[config.mk]
export PLATFORM = sky130hd
export DESIGN_NAME = overlay_blit_subsystem
export DESIGN_NICKNAME = d
export VERILOG_FILES = /design/src/rtl/overlay_blit_subsystem.sv
export SDC_FILE = /design/constraint.sdc
export NUM_CORES = 1
export LEC_CHECK = 0
export BUFFER_PORTS_ARGS = -buffer_cell sky130_fd_sc_hd__buf_2
export CAP_MARGIN = 20
export CORE_AREA = 2 2 103 80
export CTS_CLUSTER_SIZE = 10
export DETAILED_ROUTE_END_ITERATION = 6
export DIE_AREA = 0 0 105 82
export GPL_ROUTABILITY_DRIVEN = 0
export MAX_ROUTING_LAYER = met4
export PLACE_DENSITY = 0.9
export SLEW_MARGIN = 20
export SYNTH_ARGS = -nofsm -noshare
export SYNTH_HDL_FRONTEND = slang
export SYNTH_SLANG_ARGS = --single-unit
[constraint.sdc]
create_clock -name CLOCK_50 -period 5.98 [get_ports CLOCK_50]
set_input_delay 0.299 -clock CLOCK_50 [delete_from_list [all_inputs] [get_ports CLOCK_50]]
set_output_delay 0.299 -clock CLOCK_50 [all_outputs]
set_load 0.01 [all_outputs]
[src/rtl/overlay_blit_subsystem.sv]
// overlay_blit_subsystem
//
// Copies one of NUM_MSG message sprites from an external sprite ROM into the
// frame buffer. The sprite is placed at a runtime origin, integer-scaled by
// SCALE on both axes and clipped to SCREEN_W x SCREEN_H. The write side
// honours back-pressure from the engine pixel-write MUX. Dropping RUN_OVERLAY
// mid-copy aborts without raising OVERLAY_DONE.
//
// Optional feature: define OVERLAY_TRANSPARENCY_EN to skip held pixels equal
// to KEY_COLOR. They are treated like clipped pixels.
//
// Ports
//   CLOCK_50      in   master clock
//   RESET_H       in   synchronous active-high reset
//   RUN_OVERLAY   in   level request from the system FSM
//   MSG_SEL       in   sprite select, latched at start
//   ORIGIN_X/Y    in   top-left screen position, latched at start
//   WR_READY      in   write MUX accepts the presented pixel
//   ROM_RE        out  ROM read enable
//   ROM_ID        out  ROM sprite id
//   ROM_X/ROM_Y   out  source coordinates
//   ROM_PIXEL     in   ROM data, valid one cycle after ROM_RE
//   WE            out  pixel write strobe
//   PIXEL_DOUT    out  pixel colour
//   PIXEL_X/Y     out  pixel destination
//   BUSY          out  high whenever not idle
//   OVERLAY_DONE  out  completion flag, held while RUN_OVERLAY stays high
module overlay_blit_subsystem #(
    parameter int         SPR_W     = 64,
    parameter int         SPR_H     = 32,
    parameter int         NUM_MSG   = 4,
    parameter int         SCALE     = 2,
    parameter int         SCREEN_W  = 320,
    parameter int         SCREEN_H  = 240,
    parameter logic [7:0] KEY_COLOR = 8'hE3
) (
    input  logic                       CLOCK_50,
    input  logic                       RESET_H,
    input  logic                       RUN_OVERLAY,
    input  logic [$clog2(NUM_MSG)-1:0] MSG_SEL,
    input  logic [8:0]                 ORIGIN_X,
    input  logic [8:0]                 ORIGIN_Y,
    input  logic                       WR_READY,
    output logic                       ROM_RE,
    output logic [$clog2(NUM_MSG)-1:0] ROM_ID,
    output logic [$clog2(SPR_W)-1:0]   ROM_X,
    output logic [$clog2(SPR_H)-1:0]   ROM_Y,
    input  logic [7:0]                 ROM_PIXEL,
    output logic                       WE,
    output logic [7:0]                 PIXEL_DOUT,
    output logic [8:0]                 PIXEL_X,
    output logic [8:0]                 PIXEL_Y,
    output logic                       BUSY,
    output logic                       OVERLAY_DONE
);

    localparam int MW = $clog2(NUM_MSG);
    localparam int XW = $clog2(SPR_W);
    localparam int YW = $clog2(SPR_H);
    localparam int DW = (SCALE > 1) ? $clog2(SCALE) : 1;

`ifdef OVERLAY_TRANSPARENCY_EN
    localparam bit TRANSP_EN = 1'b1;
`else
    localparam bit TRANSP_EN = 1'b0;
`endif

    typedef enum logic [2:0] {S_IDLE, S_FETCH, S_WAIT, S_WRITE, S_DONE} state_t;

    state_t        state;
    logic [MW-1:0] msg_id;
    logic [8:0]    org_x;
    logic [XW-1:0] sx;
    logic [YW-1:0] sy;
    logic [DW-1:0] dx, dy;
    // base_* is the top-left of the current SCALE x SCALE block, cur_* the
    // pixel being presented. 10 bits so off-screen positions never wrap.
    logic [9:0]    base_x, base_y, cur_x, cur_y;
    logic [9:0]    nxt_x, nxt_y;
    logic          last_dx, last_dy, last_sx, last_sy, advance;

    // A pixel is emitted only if on screen and, with transparency, not keyed.
    function automatic logic visible(input logic [9:0] x, input logic [9:0] y,
                                     input logic [7:0] pix);
        return (x < 10'(SCREEN_W)) && (y < 10'(SCREEN_H)) &&
               !(TRANSP_EN && (pix == KEY_COLOR));
    endfunction

    assign ROM_ID  = msg_id;
    assign ROM_X   = sx;
    assign ROM_Y   = sy;

    assign last_dx = (dx == DW'(SCALE - 1));
    assign last_dy = (dy == DW'(SCALE - 1));
    assign last_sx = (sx == XW'(SPR_W - 1));
    assign last_sy = (sy == YW'(SPR_H - 1));
    // WE low means the current sub-pixel is clipped/keyed: move on at once.
    assign advance = !WE || WR_READY;

    // Next sub-pixel inside the block: dx inner, dy outer.
    always_comb begin
        nxt_x = cur_x + 10'd1;
        nxt_y = cur_y;
        if (last_dx) begin
            nxt_x = base_x;
            nxt_y = cur_y + 10'd1;
        end
    end

    always_ff @(posedge CLOCK_50) begin
        if (RESET_H) begin
            state        <= S_IDLE;
            msg_id       <= '0;
            org_x        <= '0;
            sx           <= '0;
            sy           <= '0;
            dx           <= '0;
            dy           <= '0;
            base_x       <= '0;
            base_y       <= '0;
            cur_x        <= '0;
            cur_y        <= '0;
            ROM_RE       <= 1'b0;
            WE           <= 1'b0;
            PIXEL_DOUT   <= '0;
            PIXEL_X      <= '0;
            PIXEL_Y      <= '0;
            BUSY         <= 1'b0;
            OVERLAY_DONE <= 1'b0;
        end else if (!RUN_OVERLAY &&
                     (state == S_FETCH || state == S_WAIT || state == S_WRITE)) begin
            // Abort: any pending unaccepted write is simply dropped.
            state  <= S_IDLE;
            ROM_RE <= 1'b0;
            WE     <= 1'b0;
            BUSY   <= 1'b0;
        end else begin
            unique case (state)
                S_IDLE: begin
                    if (RUN_OVERLAY) begin
                        msg_id <= MSG_SEL;
                        org_x  <= ORIGIN_X;
                        base_x <= {1'b0, ORIGIN_X};
                        base_y <= {1'b0, ORIGIN_Y};
                        sx     <= '0;
                        sy     <= '0;
                        dx     <= '0;
                        dy     <= '0;
                        ROM_RE <= 1'b1;
                        BUSY   <= 1'b1;
                        state  <= S_FETCH;
                    end
                end
                // ROM address presented; data returns next cycle.
                S_FETCH: begin
                    ROM_RE <= 1'b0;
                    state  <= S_WAIT;
                end
                // ROM data captured; first sub-pixel of the block set up.
                S_WAIT: begin
                    PIXEL_DOUT <= ROM_PIXEL;
                    cur_x      <= base_x;
                    cur_y      <= base_y;
                    PIXEL_X    <= base_x[8:0];
                    PIXEL_Y    <= base_y[8:0];
                    WE         <= visible(base_x, base_y, ROM_PIXEL);
                    state      <= S_WRITE;
                end
                // One sub-pixel per accepted (or skipped) cycle.
                S_WRITE: begin
                    if (advance) begin
                        if (!(last_dx && last_dy)) begin
                            dx      <= last_dx ? '0 : dx + DW'(1);
                            if (last_dx) dy <= dy + DW'(1);
                            cur_x   <= nxt_x;
                            cur_y   <= nxt_y;
                            PIXEL_X <= nxt_x[8:0];
                            PIXEL_Y <= nxt_y[8:0];
                            WE      <= visible(nxt_x, nxt_y, PIXEL_DOUT);
                        end else begin
                            dx <= '0;
                            dy <= '0;
                            WE <= 1'b0;
                            if (last_sx) begin
                                sx     <= '0;
                                base_x <= {1'b0, org_x};
                                if (last_sy) begin
                                    OVERLAY_DONE <= 1'b1;
                                    state        <= S_DONE;
                                end else begin
                                    sy     <= sy + YW'(1);
                                    base_y <= base_y + 10'(SCALE);
                                    ROM_RE <= 1'b1;
                                    state  <= S_FETCH;
                                end
                            end else begin
                                sx     <= sx + XW'(1);
                                base_x <= base_x + 10'(SCALE);
                                ROM_RE <= 1'b1;
                                state  <= S_FETCH;
                            end
                        end
                    end
                end
                S_DONE: begin
                    if (!RUN_OVERLAY) begin
                        OVERLAY_DONE <= 1'b0;
                        BUSY         <= 1'b0;
                        state        <= S_IDLE;
                    end
                end
                default: state <= S_IDLE;
            endcase
        end
    end

endmodule

[Yosys cells after proc, flatten, opt, wreduce, memory -nomap -nowiden]
Cells that the tools add are included.
Word-level totals
  output and inout port bits: 43
  bits in registers: 97
  word-level logic and storage cells: 143
  bits of input ports: 32
Cells by class
  equality and inequality tests: 16
  muxes and demuxes: 68
  $add $sub $neg: 8
  magnitude comparators: 4
  bitwise logic cells: 1
  reduce and logical (&&, ||, !) cells: 28
Operators by type and width (number)
  two-way mux 10 bit: 15
  case mux 10 bit (2 select lines): 4
  two-way mux 9 bit: 4
  case mux 9 bit (2 select lines): 2
  two-way mux 5 bit: 5
  two-way mux 6 bit: 4
  adder 10 x 1 -> 10 bit, second input constant: 2
  adder 10 x 2 -> 10 bit, second input constant: 2
  less-than comparator 10 x 8 -> 1 bit, second input constant: 2
  less-than comparator 10 x 9 -> 1 bit, second input constant: 2
  two-way mux 1 bit: 19
  two-way mux 3 bit: 6
  case mux 3 bit (5 select lines): 1
  AND reduction 5 bit: 3
  != test 2 bit, second input constant: 7
  AND reduction 7 bit: 2
  case mux 6 bit (2 select lines): 1
  AND reduction 4 bit: 3
  case mux 1 bit (2 select lines): 5
  case mux 5 bit (2 select lines): 1
  nonzero test 2 bit: 4
  adder 6 x 1 -> 6 bit, second input constant: 1
  == test 3 x 2 -> 1 bit, second input constant: 2
  == test 6 bit, second input constant: 1
  18 further kinds: 27

[Depth between registers and ports, before layout]
Gate-level depths: netlist of run 1.
  word-level depth: 7
  mapped depth: 8
  depth with buffers taken out: 8

[Worst setup path before layout of run 1]
No wires, ideal clock.
  kind: register -> register
  start: register sy[0], in the netlist ROM_Y[0]
  end: register base_y[1]
  period minus slack after synthesis: 2015 ps
  library setup time: 140 ps
  stages on the path, launching flop included: 9
  setup slack: 3965 ps
  data arrival time: 1875 ps
  data required time: 5840 ps
  buffers on the path: 1
  cells stage by stage: dfxtp_1 > ha_1 > and3_1 > ha_1 > nor3_2 > a31oi_1 > buf_2 > nor2_1 > a311oi_1
Between the ends
  longest elaborated chain between the ends: 3
Ends and longest elaborated chain
  start: declaration: RTL line 74  | logic [YW-1:0] sy;
  start signal: assignment: RTL line 191  | sy <= sy + YW'(1);
  == test 5 bit: RTL line 96  | assign last_sy = (sy == YW'(SPR_H - 1));
  != test 2 bit (no line)
  AND reduction 7 bit (no line)
  end signal: assignment: RTL line 144  | base_y <= {1'b0, ORIGIN_Y};
  end signal: assignment: RTL line 192  | base_y <= base_y + 10'(SCALE);
  end: declaration: RTL line 78  | logic [9:0] base_x, base_y, cur_x, cur_y;
No other way between the ends.
A chain may end at the register's enable or synchronous reset.

[Final worst setup path of run 1]
  start: register state[2]
  end: register PIXEL_X[4]
Between the ends
  longest elaborated chain between the ends: 6
  elaborated cells between the ends (all ways): 12
  classes of those cells: 5 x eq/ne; 1 x mux; 1 x bitwise; 5 x reduce/logical
Ends and longest elaborated chain
  start: declaration: RTL line 70  | state_t state;
  start signal: assignment: RTL line 112  | state <= S_IDLE;
  start signal: assignment: RTL line 133  | state <= S_IDLE;
  start signal: assignment: RTL line 151  | state <= S_FETCH;
  == test 3 x 1 -> 1 bit / == test 3 x 2 -> 1 bit (equally long branches): RTL line 131, 138
  logical OR 1 bit (2 in series): RTL line 131  | (state == S_FETCH || state == S_WAIT || state == S_WRITE)) begin
  logical AND 1 bit: RTL line 130  | end else if (!RUN_OVERLAY &&
  NOT 1 bit (no line)
  AND reduction 4 bit (no line)
  end signal: assignment: RTL line 164  | PIXEL_X <= base_x[8:0];
  end signal: assignment: RTL line 177  | PIXEL_X <= nxt_x[8:0];
  end: declaration: RTL line 51  | output logic [8:0] PIXEL_X,
Parallel ways exist; a longest one is shown, timed or not.

==> report_table.html, run 1 <==
<table>
<tr><th>Metric</th><th>Value</th></tr>
<tr><th colspan="2">Outcome</th></tr>
<tr><td>Result of the run</td><td>finished, final reports clean</td></tr>
<tr><th colspan="2">Critical path</th></tr>
<tr><td>Crit path from</td><td>state[2]</td></tr>
<tr><td>Path depth of the worst reg2reg path</td><td>6</td></tr>
<tr><td>Largest driver fanout on the critical path</td><td>34</td></tr>
<tr><td>Setup slack of the worst register-to-register path</td><td>3.34 ns</td></tr>
<tr><td>Kind of end point of the critical path</td><td>register</td></tr>
<tr><td>Reg2reg start</td><td>state[2]</td></tr>
<tr><td>Setup CP Type</td><td>reg2reg</td></tr>
<tr><td>Worst Path Required</td><td>6.25 ns</td></tr>
<tr><td>Startpoint types</td><td>register</td></tr>
<tr><td>Worst flop-to-flop path endpoint</td><td>PIXEL_X[4]</td></tr>
<tr><td>Arr. time, crit path</td><td>2.91 ns</td></tr>
<tr><th colspan="2">Min path</th></tr>
<tr><td>Min-Delay Endpoint</td><td>ROM_ID[0]</td></tr>
<tr><td>Tightest Hold Check Type</td><td>in2reg</td></tr>
<tr><td>Number of cells traversed by the worst hold path</td><td>3</td></tr>
<tr><td>Hold Startpoint</td><td>MSG_SEL[0]</td></tr>
<tr><th colspan="2">Yosys</th></tr>
<tr><td>Sequential fraction of the synthesis area</td><td>0.3496</td></tr>
<tr><td>Average instance area after synthesis</td><td>7.747 um2</td></tr>
<tr><td>Number of unique standard cell types used by synthesis</td><td>67</td></tr>
<tr><td>Number of nets in the synthesized netlist</td><td>623</td></tr>
<tr><td>Warnings, synthesis</td><td>0</td></tr>
<tr><td>Gate count of the mapped netlist</td><td>584</td></tr>
<tr><td>Cell area after technology mapping</td><td>0.004524 mm2</td></tr>
<tr><td>Count of flip-flops with a built-in enable after synthesis</td><td>0</td></tr>
<tr><td>Yosys reg bits</td><td>79</td></tr>
<tr><td>Top FF cell, synth</td><td>sky130_fd_sc_hd__dfxtp_1</td></tr>
<tr><td>Async SR Flop Fraction</td><td>0</td></tr>
<tr><th colspan="2">Floorplanning</th></tr>
<tr><td>Initial cell density of the core</td><td>0.5924</td></tr>
<tr><td>Floorplan die width</td><td>105 um</td></tr>
<tr><td>Top-level port count</td><td>75</td></tr>
<tr><td>Total Die Area</td><td>0.008610 mm2</td></tr>
<tr><td>Height of the die</td><td>82 um</td></tr>
<tr><td>Floorplan core area</td><td>between 0.007 and 0.008 mm2</td></tr>
<tr><td>Number of placement rows</td><td>28</td></tr>
<tr><th colspan="2">STA</th></tr>
<tr><td>Slew of the pin with the lowest slew margin</td><td>0.7981 ns</td></tr>
<tr><td>Hold Worst Slack</td><td>0.1818 ns</td></tr>
<tr><td>Final total negative setup slack</td><td>0 ns</td></tr>
<tr><td>RSZ-0062 raised after global routing</td><td>false</td></tr>
<tr><td>Final critical-path setup slack</td><td>3.343 ns</td></tr>
<tr><td>Final count of negative-setup-slack endpoints</td><td>0</td></tr>
<tr><td>Highest clock frequency the design can meet</td><td>379.2 MHz</td></tr>
<tr><td>Final Hold Fails</td><td>0</td></tr>
<tr><td>Max-slew violation count</td><td>0</td></tr>
<tr><td>Worst Skew</td><td>0.007705 ns</td></tr>
<tr><td>Fin crit share</td><td>0.4409</td></tr>
<tr><td>Minimum clock period after layout</td><td>2.637 ns</td></tr>
<tr><td>Worst rel slew slack</td><td>0.4680</td></tr>
<tr><th colspan="2">Detailed routing</th></tr>
<tr><td>Number of vias per cell after detailed routing</td><td>6.250</td></tr>
<tr><td>Number of iterations in the first detailed-routing pass</td><td>7</td></tr>
<tr><td>Drt total wl</td><td>between 10000 and 15000 um</td></tr>
<tr><td>Via Count</td><td>between 4k and 5k</td></tr>
<tr><td>Drt first-iter violations</td><td>458</td></tr>
<tr><td>Final ANT Viol Nets</td><td>0</td></tr>
<tr><td>Post-route DRC violation count</td><td>0</td></tr>
<tr><td>Per-cell routed wire length</td><td>16.17 um</td></tr>
<tr><th colspan="2">GRT</th></tr>
<tr><td>Number of global-route vias before repair</td><td>3952</td></tr>
<tr><td>Maximum number of pins on one net before global-route repair</td><td>between 70 and 80</td></tr>
<tr><td>Global-route wire length before repair</td><td>roughly 19000 um</td></tr>
<tr><td>Initial antenna violation count</td><td>0</td></tr>
<tr><td>GRT Residual Overflow</td><td>0</td></tr>
<tr><td>Global routing usage summed across all routing layers</td><td>0.2813</td></tr>
<tr><th colspan="2">Clock network</th></tr>
<tr><td>H-tree levels</td><td>3</td></tr>
<tr><td>Clk pin slew, worst setup/hold paths</td><td>0.08 ns</td></tr>
<tr><td>Hold-fix buffers at CTS</td><td>0</td></tr>
<tr><td>Number of sinks driven by the clock tree</td><td>79</td></tr>
<tr><td>Buffer depth of the longest clock path</td><td>2</td></tr>
<tr><td>Library cell used as clock root buffer</td><td>sky130_fd_sc_hd__clkbuf_8</td></tr>
<tr><td>Number of buffers created by CTS</td><td>9</td></tr>
<tr><td>CTS resizes</td><td>0</td></tr>
<tr><td>Total setup buffers inserted after CTS</td><td>0</td></tr>
<tr><td>Clock tree from TritonCTS</td><td>done</td></tr>
<tr><td>Clock insertion delay at the later pin of the skew report</td><td>0.36 ns</td></tr>
<tr><th colspan="2">Final layout</th></tr>
<tr><td>Highest-count cells in the layout ignoring fill and taps</td><td>81 x sky130_fd_sc_hd__nand2_1, 79 x sky130_fd_sc_hd__dfxtp_1, 74 x sky130_fd_sc_hd__buf_2</td></tr>
<tr><td>ANT cells</td><td>0</td></tr>
<tr><td>Number of nets in the layout</td><td>654</td></tr>
<tr><td>Most common library cell in the layout ignoring fill and taps</td><td>sky130_fd_sc_hd__nand2_1</td></tr>
<tr><td>Proportion of layout cells with a drive suffix above 1</td><td>0.1793</td></tr>
<tr><td>Final std cells w/o fill</td><td>724</td></tr>
<tr><td>Finished Core Util</td><td>0.6465</td></tr>
<tr><td>Layout fillers</td><td>645</td></tr>
<tr><td>P&amp;R area growth vs syn</td><td>9.126%</td></tr>
<tr><th colspan="2">Placement</th></tr>
<tr><td>Count of port buffers added during placement</td><td>74</td></tr>
<tr><td>Post-Place Worst Slack</td><td>3.471 ns</td></tr>
<tr><td>Number of placed instances, taps included</td><td>709</td></tr>
<tr><td>Detailed Place HPWL</td><td>8027 um</td></tr>
<tr><th colspan="2">Flow run</th></tr>
<tr><td>Maximum capacitance violations</td><td>0</td></tr>
<tr><th colspan="2">Power</th></tr>
<tr><td>Worst vdd rail ir drop</td><td>~0.14 mV</td></tr>
<tr><td>Pwr per Cell Area</td><td>224.5 mW/mm2</td></tr>
<tr><td>Standby leakage power</td><td>1.926 nW</td></tr>
</table>
[sequential cells by signal, indices dropped and copies added, names as in the netlist, 2 cells and up]
signal      count
ROM_ID          2
ROM_X           6
state           3
PIXEL_DOUT      8
PIXEL_Y         8
cur_x           2
base_x         10
base_y         10
PIXEL_X         8
cur_y           2
org_x           9
ROM_Y           5
[cells by family (layout without fill, tap and decap cells)]
family | Yosys count | after routing | synth area share
buffers and inverters | 69 | 104 | 0.08296
XOR/XNOR | 14 | 14 | 0.02710
AND/OR/NAND/NOR | 245 | 245 | 0.2666
AO/OA/AOI/OAI | 161 | 161 | 0.2345
multiplexers | 9 | 9 | 0.01991
flip-flops | 79 | 79 | 0.3496
adder cells (fa/ha/maj) | 7 | 7 | 0.01936
[metrics by stage]
stage,cell area [um2],power (mW)
after floorplan,4524,0.6600
after global placement,4730,0.6911
after detailed placement,4730,0.6966
after CTS,4937,1.109
after global routing,4937,1.152
final,4937,1.109
[routing by layer]
layer | track usage | routed length (um) | up-vias
li1 | - | - | 2151
met2 | 0.4610 | 5324 | 243
met4 | 0.06533 | 200 | 0
met1 | 0.3546 | 5116 | 2104
met3 | 0.06984 | 1067 | 27
met5 | - | 0 | -
[how the worst max path moves through the flow]
stage | end | cells past startpoint
finish | PIXEL_X[4] | 6
floorplan | base_y[1] | 8
global route | PIXEL_Y[4] | 6
detailed placement | cur_y[9] | 6
global placement | PIXEL_X[4] | 6
CTS | PIXEL_Y[4] | 6
[critical path, stage by stage (launching register included)]
cell                       delay, ns
sky130_fd_sc_hd__dfxtp_1        0.68
sky130_fd_sc_hd__nand3b_1       0.18
sky130_fd_sc_hd__buf_4          0.36
sky130_fd_sc_hd__o2111a_1       0.76
sky130_fd_sc_hd__o21ai_0        0.20
sky130_fd_sc_hd__nor2b_1        0.18
sky130_fd_sc_hd__a311oi_1       0.18
[cells in the mapped netlist (all sizes together), types with 3 or more instances]
master,instances,area (um2)
ha,7,87.58
a211oi,13,97.59
a211o,3,26.28
and2,6,37.54
or4,3,22.52
o22ai,5,31.28
a22oi,4,30.03
nand4,17,112.6
nor2,64,240.2
mux2i,9,90.09
clkbuf,20,76.32
and4,4,35.03
o211ai,5,37.54
and3,5,31.28
or2,4,25.03
a221oi,3,26.28
a311oi,5,43.79
xor2,8,70.07
a31oi,11,68.82
dfxtp,79,1582
inv,9,33.78
o21ai,28,140.1
o21a,3,22.52
nand4b,3,26.28
o31ai,5,51.30
a21o,7,52.55
buf,40,265.3
a21oi,50,250.2
nand3b,4,30.03
a2111oi,3,38.79
nand2,82,315.3
or3,5,31.28
nand3,18,95.09
a31o,4,35.04
nor3,17,95.09
nor4,3,18.77
xnor2,6,52.55
[power by group]
group	internal (mW)	switching (mW)	leakage, nW
Combinational	0.0458	0.0691	1.18
Clock	0.226	0.195	0.106
Sequential	0.546	0.0269	0.644
[layout make-up]
class / count / area [um2] / area share
Clock buffer: 13 / 168.9 / 0.03421
Clock inverter: 2 / 38.79 / 0.007856
Inverter: 9 / 33.78 / 0.006842
Multi-Input combinational cell: 436 / 2567 / 0.5200
Sequential cell: 79 / 1582 / 0.3203
Tap cell: 105 / 131.4 / 0.02661
Timing Repair Buffer: 80 / 415.4 / 0.08414
No activity file was read; power rests on OpenSTA's default activity.
==> run 2, diff against run 1 <==
CORE_AREA = 2 2 106 83   (was 2 2 103 80)
DIE_AREA = 0 0 108 85   (was 0 0 105 82)
PLACE_DENSITY = 0.85   (was 0.9)
clock period = 2.6 ns   (was 5.98 ns; I/O delays follow)
==> report_table.html, run 2 (same netlist as run 1, synthesis figures left out) <==
<table>
<tr><th>Metric</th><th>Value</th></tr>
<tr><th colspan="2">Detailed routing</th></tr>
<tr><td>Drt first-iter violations</td><td>441 (-3.7%)</td></tr>
<tr><td>Post-route DRC violation count</td><td>0 (unchanged)</td></tr>
<tr><td>Per-cell routed wire length</td><td>16.19 um (+0.13%)</td></tr>
<tr><td>Number of iterations in the first detailed-routing pass</td><td>5 (-2)</td></tr>
<tr><td>Via Count</td><td>4565 (+0.88%)</td></tr>
<tr><td>Drt total wl</td><td>12080 um (+3.2%)</td></tr>
<tr><td>Final ANT Viol Nets</td><td>0 (unchanged)</td></tr>
<tr><td>Number of vias per cell after detailed routing</td><td>6.119 (-2.1%)</td></tr>
<tr><th colspan="2">Critical path</th></tr>
<tr><td>Setup CP Type</td><td>reg2reg</td></tr>
<tr><td>Kind of end point of the critical path</td><td>register</td></tr>
<tr><td>Startpoint types</td><td>register</td></tr>
<tr><td>Slowest library cell on the worst path</td><td>sky130_fd_sc_hd__or4_1</td></tr>
<tr><td>Setup slack of the worst register-to-register path</td><td>0.17 ns (-3.17 ns)</td></tr>
<tr><td>Reg2reg start</td><td>ROM_Y[0]</td></tr>
<tr><td>Worst Path Required</td><td>2.90 ns (-3.35 ns)</td></tr>
<tr><td>Worst flop-to-flop path endpoint</td><td>base_y[9]</td></tr>
<tr><td>Arr. time, crit path</td><td>2.73 ns (-0.18 ns)</td></tr>
<tr><td>Largest driver fanout on the critical path</td><td>11 (-68%)</td></tr>
<tr><td>Path depth of the worst reg2reg path</td><td>7 (+1)</td></tr>
<tr><td>Most repeated library cell on the critical path</td><td>sky130_fd_sc_hd__ha_1</td></tr>
<tr><td>Worst-path cell chain</td><td>ha_1 -&gt; and3_1 -&gt; ha_1 -&gt; nor3_2 -&gt; a31oi_1 -&gt; or4_1 -&gt; a21boi_0</td></tr>
<tr><td>Critical Path Max Stage Delay</td><td>0.54 ns (-0.22 ns)</td></tr>
<tr><th colspan="2">Clock network</th></tr>
<tr><td>Clock insertion delay at the later pin of the skew report</td><td>0.37 ns (about the same)</td></tr>
<tr><td>Number of sinks driven by the clock tree</td><td>79 (unchanged)</td></tr>
<tr><td>Library cell used as clock root buffer</td><td>sky130_fd_sc_hd__clkbuf_8</td></tr>
<tr><td>Clk pin slew, worst setup/hold paths</td><td>0.08 ns (about the same)</td></tr>
<tr><td>Number of buffers created by CTS</td><td>9 (unchanged)</td></tr>
<tr><td>H-tree levels</td><td>3 (unchanged)</td></tr>
<tr><td>Total setup buffers inserted after CTS</td><td>0 (unchanged)</td></tr>
<tr><td>Buffer depth of the longest clock path</td><td>2 (unchanged)</td></tr>
<tr><td>Clock tree from TritonCTS</td><td>done</td></tr>
<tr><th colspan="2">Final layout</th></tr>
<tr><td>Most common library cell in the layout ignoring fill and taps</td><td>sky130_fd_sc_hd__nand2_1</td></tr>
<tr><td>ANT cells</td><td>0 (unchanged)</td></tr>
<tr><td>Proportion of layout cells with a drive suffix above 1</td><td>0.1928 (+0.01347)</td></tr>
<tr><td>Finished Core Util</td><td>0.6247 (-0.02179)</td></tr>
<tr><td>Highest-count cells in the layout ignoring fill and taps</td><td>81 x sky130_fd_sc_hd__nand2_1, 79 x sky130_fd_sc_hd__dfxtp_1, 74 x sky130_fd_sc_hd__buf_2</td></tr>
<tr><td>Layout fillers</td><td>713 (+11%)</td></tr>
<tr><td>Final std cells w/o fill</td><td>746 (+3.0%)</td></tr>
<tr><td>P&amp;R area growth vs syn</td><td>12.72%</td></tr>
<tr><td>Number of nets in the layout</td><td>672 (+2.8%)</td></tr>
<tr><td>Top flop regs</td><td>base_x (10), base_y (10), org_x (9)</td></tr>
<tr><th colspan="2">GRT</th></tr>
<tr><td>Initial antenna violation count</td><td>0 (unchanged)</td></tr>
<tr><td>Routing layer with the top usage in global route</td><td>met2</td></tr>
<tr><td>Met2 track demand over resource</td><td>0.4288 (-0.03222)</td></tr>
<tr><td>Maximum number of pins on one net before global-route repair</td><td>38 (-50%)</td></tr>
<tr><td>GRT Residual Overflow</td><td>0 (unchanged)</td></tr>
<tr><td>Number of global-route vias before repair</td><td>4281 (+8.3%)</td></tr>
<tr><td>Global routing met1 resource utilization</td><td>0.3592 (+0.004598)</td></tr>
<tr><td>Global routing usage summed across all routing layers</td><td>0.2776 (-0.003659)</td></tr>
<tr><td>GR met3 Demand/Resource</td><td>0.07757 (+0.007732)</td></tr>
<tr><td>Global-route wire length before repair</td><td>19950 um (+5.1%)</td></tr>
<tr><th colspan="2">STA</th></tr>
<tr><td>Highest clock frequency the design can meet</td><td>411.7 MHz (+8.6%)</td></tr>
<tr><td>Fin crit share</td><td>0.9342 (+0.4933)</td></tr>
<tr><td>Minimum clock period after layout</td><td>2.429 ns (-0.2078 ns)</td></tr>
<tr><td>Worst rel slew slack</td><td>0.4628 (-0.005130)</td></tr>
<tr><td>Max-slew violation count</td><td>0 (unchanged)</td></tr>
<tr><td>Final total negative setup slack</td><td>0 ns (unchanged)</td></tr>
<tr><td>Final count of negative-setup-slack endpoints</td><td>0 (unchanged)</td></tr>
<tr><td>Final Hold Fails</td><td>0 (unchanged)</td></tr>
<tr><td>Hold Worst Slack</td><td>0.01313 ns (-0.1686 ns)</td></tr>
<tr><td>Slew of the pin with the lowest slew margin</td><td>0.8020 ns (+0.003951 ns)</td></tr>
<tr><td>Worst Skew</td><td>0.01482 ns (+0.007111 ns)</td></tr>
<tr><td>RSZ-0062 raised after global routing</td><td>false</td></tr>
<tr><th colspan="2">Placement</th></tr>
<tr><td>Detailed Place HPWL</td><td>8534 um (+6.3%)</td></tr>
<tr><td>Number of placed instances, taps included</td><td>722 (+1.8%)</td></tr>
<tr><td>Count of port buffers added during placement</td><td>74 (unchanged)</td></tr>
<tr><th colspan="2">Floorplanning</th></tr>
<tr><td>Floorplan die width</td><td>108 um (+2.9%)</td></tr>
<tr><td>Top-level port count</td><td>75 (unchanged)</td></tr>
<tr><td>Number of placement rows</td><td>29 (+3.6%)</td></tr>
<tr><td>Initial cell density of the core</td><td>0.5542 (-0.03822)</td></tr>
<tr><td>Height of the die</td><td>85 um (+3.7%)</td></tr>
<tr><td>Total Die Area</td><td>0.009180 mm2 (+6.6%)</td></tr>
<tr><td>Floorplan core area</td><td>0.008164 mm2 (+6.9%)</td></tr>
<tr><th colspan="2">Power</th></tr>
<tr><td>Power after layout</td><td>2.581 mW (+130%)</td></tr>
<tr><td>Pwr per Cell Area</td><td>506.1 mW/mm2 (+130%)</td></tr>
<tr><td>Standby leakage power</td><td>2.012 nW (+4.4%)</td></tr>
<tr><td>Worst vdd rail ir drop</td><td>0.3166 mV (+120%)</td></tr>
<tr><th colspan="2">Min path</th></tr>
<tr><td>Min-Delay Endpoint</td><td>ROM_ID[0]</td></tr>
<tr><td>Number of cells traversed by the worst hold path</td><td>3 (unchanged)</td></tr>
<tr><td>Hold Startpoint</td><td>MSG_SEL[0]</td></tr>
<tr><td>Tightest Hold Check Type</td><td>in2reg</td></tr>
<tr><th colspan="2">Flow run</th></tr>
<tr><td>Maximum capacitance violations</td><td>0 (unchanged)</td></tr>
<tr><th colspan="2">Outcome</th></tr>
<tr><td>Result of the run</td><td>finished, final reports clean</td></tr>
</table>
[run 2: cell types whose count changed in the layout (fill, tap and decap cells not counted)]
cell	change
sky130_fd_sc_hd__dlygate4sd3_1	+8
sky130_fd_sc_hd__nor2_1	-1
sky130_fd_sc_hd__clkinv_2	+2
sky130_fd_sc_hd__buf_4	+10
sky130_fd_sc_hd__clkinv_4	-1
sky130_fd_sc_hd__nor2_2	+1
[run 2: report_power, final]
| group | switching (mW) | total [mW] | internal (mW) | leakage (nW) |
|---|---|---|---|---|
| Clock | 0.458 | 0.978 | 0.520 | 0.109 |
| Combinational | 0.168 | 0.289 | 0.120 | 1.26 |
| Sequential | 0.0595 | 1.31 | 1.25 | 0.644 |
[run 2: worst max-delay path by stage]
stage	from	end	slack, ns	cells after the start
floorplan	ROM_Y[0]	base_y[1]	0.58	8
global placement	ROM_Y[0]	base_y[9]	0.36	7
detailed placement	ROM_Y[0]	base_y[1]	0.21	7
CTS	ROM_Y[0]	base_y[1]	0.20	7
global route	ROM_Y[0]	base_y[9]	0.04	7
finish	ROM_Y[0]	base_y[9]	0.17	7
[run 2: what timing repair did]
item,in CTS,in global routing
setup endpoints to repair,0,5
hold endpoints to repair,8,0
hold buffers,8,0
resized for setup,0,1
[run 2: stage by stage]
stage	worst slack (ns)	cell area, um2
2_1_floorplan	0.5848	4524
3_3_place_gp	0.3571	4808
3_5_place_dp	0.2089	4808
4_1_cts	0.2027	5097
5_1_grt	0.04158	5100
6_report	0.1710	5100
[run 2: metal layers]
| layer | share of wire | vias to the layer above |
|---|---|---|
| met3 | 0.076 | 28 |
| met2 | 0.45 | 217 |
| met4 | 0.017 | 0 |
| met5 | 0 | - |
| met1 | 0.46 | 2130 |
| li1 | - | 2190 |
[run 2: layout make-up]
cell class              count  area (um2)  area share
multi-input cells         436        2570      0.5039
flip-flops and latches     79        1582      0.3101
repair buffers             98       570.5      0.1119
clock buffers              13       168.9     0.03312
well taps                 108       135.1     0.02650
clock inverters             3       40.04    0.007851
inverters                   9       33.78    0.006624
[run 2: worst max-delay path, delay by kind of cell, from the launching register on]
kind                       cells  cell delay (ns)
adders and majority gates      2             0.44
AOI/OAI and AO/OA              2             0.51
and+or+nand+nor                3             1.06
DFF                            1             0.35
==> run 3, diff against run 2 <==
BUFFER_PORTS_ARGS = -buffer_cell sky130_fd_sc_hd__clkbuf_2   (was -buffer_cell sky130_fd_sc_hd__buf_2)
==> report_table.html, run 3 (same netlist as run 1, synthesis figures left out) <==
<table>
<tr><th>Metric</th><th>Value</th></tr>
<tr><th colspan="2">Detailed routing</th></tr>
<tr><td>Per-cell routed wire length</td><td>16.07 um (-0.74%)</td></tr>
<tr><td>Final ANT Viol Nets</td><td>0 (unchanged)</td></tr>
<tr><td>Number of iterations in the first detailed-routing pass</td><td>5 (unchanged)</td></tr>
<tr><td>Drt total wl</td><td>12010 um (-0.60%)</td></tr>
<tr><td>Via Count</td><td>4553 (-0.26%)</td></tr>
<tr><td>Number of vias per cell after detailed routing</td><td>6.095 (-0.40%)</td></tr>
<tr><td>Drt first-iter violations</td><td>463 (+5.0%)</td></tr>
<tr><td>Post-route DRC violation count</td><td>0 (unchanged)</td></tr>
<tr><th colspan="2">Power</th></tr>
<tr><td>Clock power frac</td><td>0.319 (-0.060)</td></tr>
<tr><td>Worst vdd rail ir drop</td><td>0.4020 mV (+27%)</td></tr>
<tr><td>Standby leakage power</td><td>1.962 nW (-2.5%)</td></tr>
<tr><td>Power after layout</td><td>2.357 mW (-8.7%)</td></tr>
<tr><td>Power share of the sequential group</td><td>0.558 (+0.049)</td></tr>
<tr><td>Pwr per Cell Area</td><td>464.9 mW/mm2 (-8.1%)</td></tr>
<tr><td>Combinational share of power</td><td>0.123 (+0.011)</td></tr>
<tr><td>Net switching share of the total power</td><td>0.2737 (+0.007853)</td></tr>
<tr><td>Internal power</td><td>1.712 mW (-9.7%)</td></tr>
<tr><td>Net switching power</td><td>645.1 uW (-6.0%)</td></tr>
<tr><th colspan="2">Clock network</th></tr>
<tr><td>Buffer depth of the longest clock path</td><td>2 (unchanged)</td></tr>
<tr><td>Number of buffers created by CTS</td><td>9 (unchanged)</td></tr>
<tr><td>Clock insertion delay at the later pin of the skew report</td><td>0.35 ns (-0.02 ns)</td></tr>
<tr><td>H-tree levels</td><td>3 (unchanged)</td></tr>
<tr><td>Clk pin slew, worst setup/hold paths</td><td>0.08 ns (about the same)</td></tr>
<tr><td>Library cell used as clock root buffer</td><td>sky130_fd_sc_hd__clkbuf_8</td></tr>
<tr><td>Clock tree from TritonCTS</td><td>done</td></tr>
<tr><td>Number of sinks driven by the clock tree</td><td>79 (unchanged)</td></tr>
<tr><th colspan="2">Critical path</th></tr>
<tr><td>Arr. time, crit path</td><td>2.62 ns (-0.11 ns)</td></tr>
<tr><td>Worst Path Required</td><td>2.88 ns (-0.02 ns)</td></tr>
<tr><td>Startpoint types</td><td>register</td></tr>
<tr><td>Kind of end point of the critical path</td><td>register</td></tr>
<tr><td>Setup CP Type</td><td>reg2reg</td></tr>
<tr><td>Crit path from</td><td>ROM_Y[0]</td></tr>
<tr><td>Path depth of the worst reg2reg path</td><td>7 (unchanged)</td></tr>
<tr><td>Largest driver fanout on the critical path</td><td>11 (unchanged)</td></tr>
<tr><td>Reg2reg start</td><td>ROM_Y[0]</td></tr>
<tr><th colspan="2">GRT</th></tr>
<tr><td>Number of global-route vias before repair</td><td>4185 (-2.2%)</td></tr>
<tr><td>Global-route wire length before repair</td><td>20260 um (+1.6%)</td></tr>
<tr><td>GRT Residual Overflow</td><td>0 (unchanged)</td></tr>
<tr><td>Maximum number of pins on one net before global-route repair</td><td>43 (+13%)</td></tr>
<tr><td>Initial antenna violation count</td><td>0 (unchanged)</td></tr>
<tr><td>Global routing usage summed across all routing layers</td><td>0.2818 (+0.004213)</td></tr>
<tr><th colspan="2">Final layout</th></tr>
<tr><td>Proportion of layout cells with a drive suffix above 1</td><td>0.1894 (-0.003432)</td></tr>
<tr><td>Total area of multi-input combinational cells</td><td>0.002576 mm2 (+0.24%)</td></tr>
<tr><td>Number of nets in the layout</td><td>675 (+0.45%)</td></tr>
<tr><td>ANT cells</td><td>0 (unchanged)</td></tr>
<tr><td>Register cell area after layout</td><td>0.001582 mm2 (unchanged)</td></tr>
<tr><td>Top flop regs</td><td>base_x (10), base_y (10), org_x (9)</td></tr>
<tr><td>P&amp;R area growth vs syn</td><td>12.06%</td></tr>
<tr><td>Layout fillers</td><td>734 (+2.9%)</td></tr>
<tr><td>Most common library cell in the layout ignoring fill and taps</td><td>sky130_fd_sc_hd__nand2_1</td></tr>
<tr><td>Highest-count cells in the layout ignoring fill and taps</td><td>81 x sky130_fd_sc_hd__nand2_1, 79 x sky130_fd_sc_hd__dfxtp_1, 74 x sky130_fd_sc_hd__clkbuf_2</td></tr>
<tr><th colspan="2">Min path</th></tr>
<tr><td>Hold Startpoint</td><td>ORIGIN_X[5]</td></tr>
<tr><td>Number of cells traversed by the worst hold path</td><td>3 (unchanged)</td></tr>
<tr><td>Tightest Hold Check Type</td><td>in2reg</td></tr>
<tr><th colspan="2">STA</th></tr>
<tr><td>RSZ-0062 raised after global routing</td><td>false</td></tr>
<tr><td>Worst Skew</td><td>0.004681 ns (-0.01014 ns)</td></tr>
<tr><td>Highest clock frequency the design can meet</td><td>427.0 MHz (+3.7%)</td></tr>
<tr><td>Fin crit share</td><td>0.9007 (-0.03351)</td></tr>
<tr><td>Final total negative setup slack</td><td>0 ns (unchanged)</td></tr>
<tr><td>Final count of negative-setup-slack endpoints</td><td>0 (unchanged)</td></tr>
<tr><td>Max-slew violation count</td><td>0 (unchanged)</td></tr>
<tr><td>Final Hold Fails</td><td>0 (unchanged)</td></tr>
<tr><td>Minimum clock period after layout</td><td>2.342 ns (-0.08712 ns)</td></tr>
<tr><td>Slew of the pin with the lowest slew margin</td><td>0.9016 ns (+0.09962 ns)</td></tr>
<tr><td>Worst rel slew slack</td><td>0.3989 (-0.06392)</td></tr>
<tr><td>Final critical-path setup slack</td><td>0.2581 ns (+0.08712 ns)</td></tr>
<tr><th colspan="2">Placement</th></tr>
<tr><td>Post-Place Worst Slack</td><td>0.2000 ns (-0.008949 ns)</td></tr>
<tr><td>Detailed Place HPWL</td><td>8460 um (-0.88%)</td></tr>
<tr><td>Count of port buffers added during placement</td><td>74 (unchanged)</td></tr>
<tr><th colspan="2">Floorplanning</th></tr>
<tr><td>Floorplan die width</td><td>108 um (unchanged)</td></tr>
<tr><td>Number of placement rows</td><td>29 (unchanged)</td></tr>
<tr><td>Height of the die</td><td>85 um (unchanged)</td></tr>
<tr><td>Floorplan core area</td><td>0.008164 mm2 (unchanged)</td></tr>
<tr><td>Total Die Area</td><td>0.009180 mm2 (unchanged)</td></tr>
<tr><td>Initial cell density of the core</td><td>0.5542 (unchanged)</td></tr>
<tr><td>Top-level port count</td><td>75 (unchanged)</td></tr>
<tr><th colspan="2">Outcome</th></tr>
<tr><td>Result of the run</td><td>finished, final reports clean</td></tr>
<tr><th colspan="2">Flow run</th></tr>
<tr><td>Maximum capacitance violations</td><td>0 (unchanged)</td></tr>
</table>
run 3: cell types whose count changed in the layout (fill, tap and decap cells not counted):
| cell | change |
|---|---|
| sky130_fd_sc_hd__a31oi_2 | +1 |
| sky130_fd_sc_hd__buf_2 | -74 |
| sky130_fd_sc_hd__a31oi_1 | -1 |
| sky130_fd_sc_hd__clkbuf_2 | +74 |
| sky130_fd_sc_hd__clkbuf_1 | +2 |
| sky130_fd_sc_hd__bufinv_16 | -1 |
| sky130_fd_sc_hd__dlygate4sd3_1 | +2 |
| sky130_fd_sc_hd__buf_4 | +1 |
| sky130_fd_sc_hd__clkbuf_8 | -3 |
run 3: timing repair:
item	in CTS	in global routing
buffers inserted	0	0
endpoints found under the setup margin	0	6
endpoints found under the hold margin	10	0
resized for setup	0	2
hold buffers	10	0
run 3: cell type report:
| cell class | instances | share of cell area |
|---|---|---|
| multi-input cells | 436 | 0.5081 |
| repair buffers | 101 | 0.1180 |
| clock buffers | 12 | 0.02665 |
| inverters | 9 | 0.006663 |
| flip-flops and latches | 79 | 0.3119 |
| clock inverters | 2 | 0.001974 |
| well taps | 108 | 0.02665 |
run 3: power groups by stage:
| stage | Sequential [mW] | Combinational [mW] | Clock [mW] |
|---|---|---|---|
| 6_report | 1.32 | 0.291 | 0.751 |
| 5_1_grt | 1.32 | 0.324 | 0.828 |
| 4_1_cts | 1.31 | 0.287 | 0.774 |
| 3_5_place_dp | 1.34 | 0.273 | 0 |
| 3_3_place_gp | 1.34 | 0.263 | 0 |
| 2_1_floorplan | 1.32 | 0.197 | 0 |
run 3: stage by stage:
stage                     area [um2]    util  hold WS (ns)  cells
final                           5070  0.6210       0.01634    747
after global routing            5070  0.6210      0.002870    747
after CTS                       5061  0.6199      0.002059    747
after detailed placement        4816  0.5899        0.3658    723
after global placement          4816  0.5899        0.3541    723
after floorplan                 4524       -        0.2660    584
run 3: per-layer routing:
layer | track usage | wire length, um | vias to the layer above
li1 | - | - | 2201
met1 | 0.3819 | 5429 | 2087
met2 | 0.4202 | 5461 | 242
met3 | 0.06682 | 959 | 23
met4 | 0.08042 | 156 | 0
met5 | - | 0 | -
run 3: critical path, stage by stage (launching register included):
cell,delay [ns]
sky130_fd_sc_hd__dfxtp_1,0.34
sky130_fd_sc_hd__ha_1,0.23
sky130_fd_sc_hd__and3_1,0.19
sky130_fd_sc_hd__ha_1,0.20
sky130_fd_sc_hd__nor3_2,0.34
sky130_fd_sc_hd__a31oi_2,0.26
sky130_fd_sc_hd__or4_1,0.52
sky130_fd_sc_hd__a21boi_0,0.18
run 3: worst paths after layout:
check / slack (ns) / endpoint
hold / removal: 0.02 / org_x[5]
setup / recovery: 0.26 / base_y[9]
setup reg to reg: 0.26 / base_y[9]
hold reg to reg: 0.46 / base_y[0]
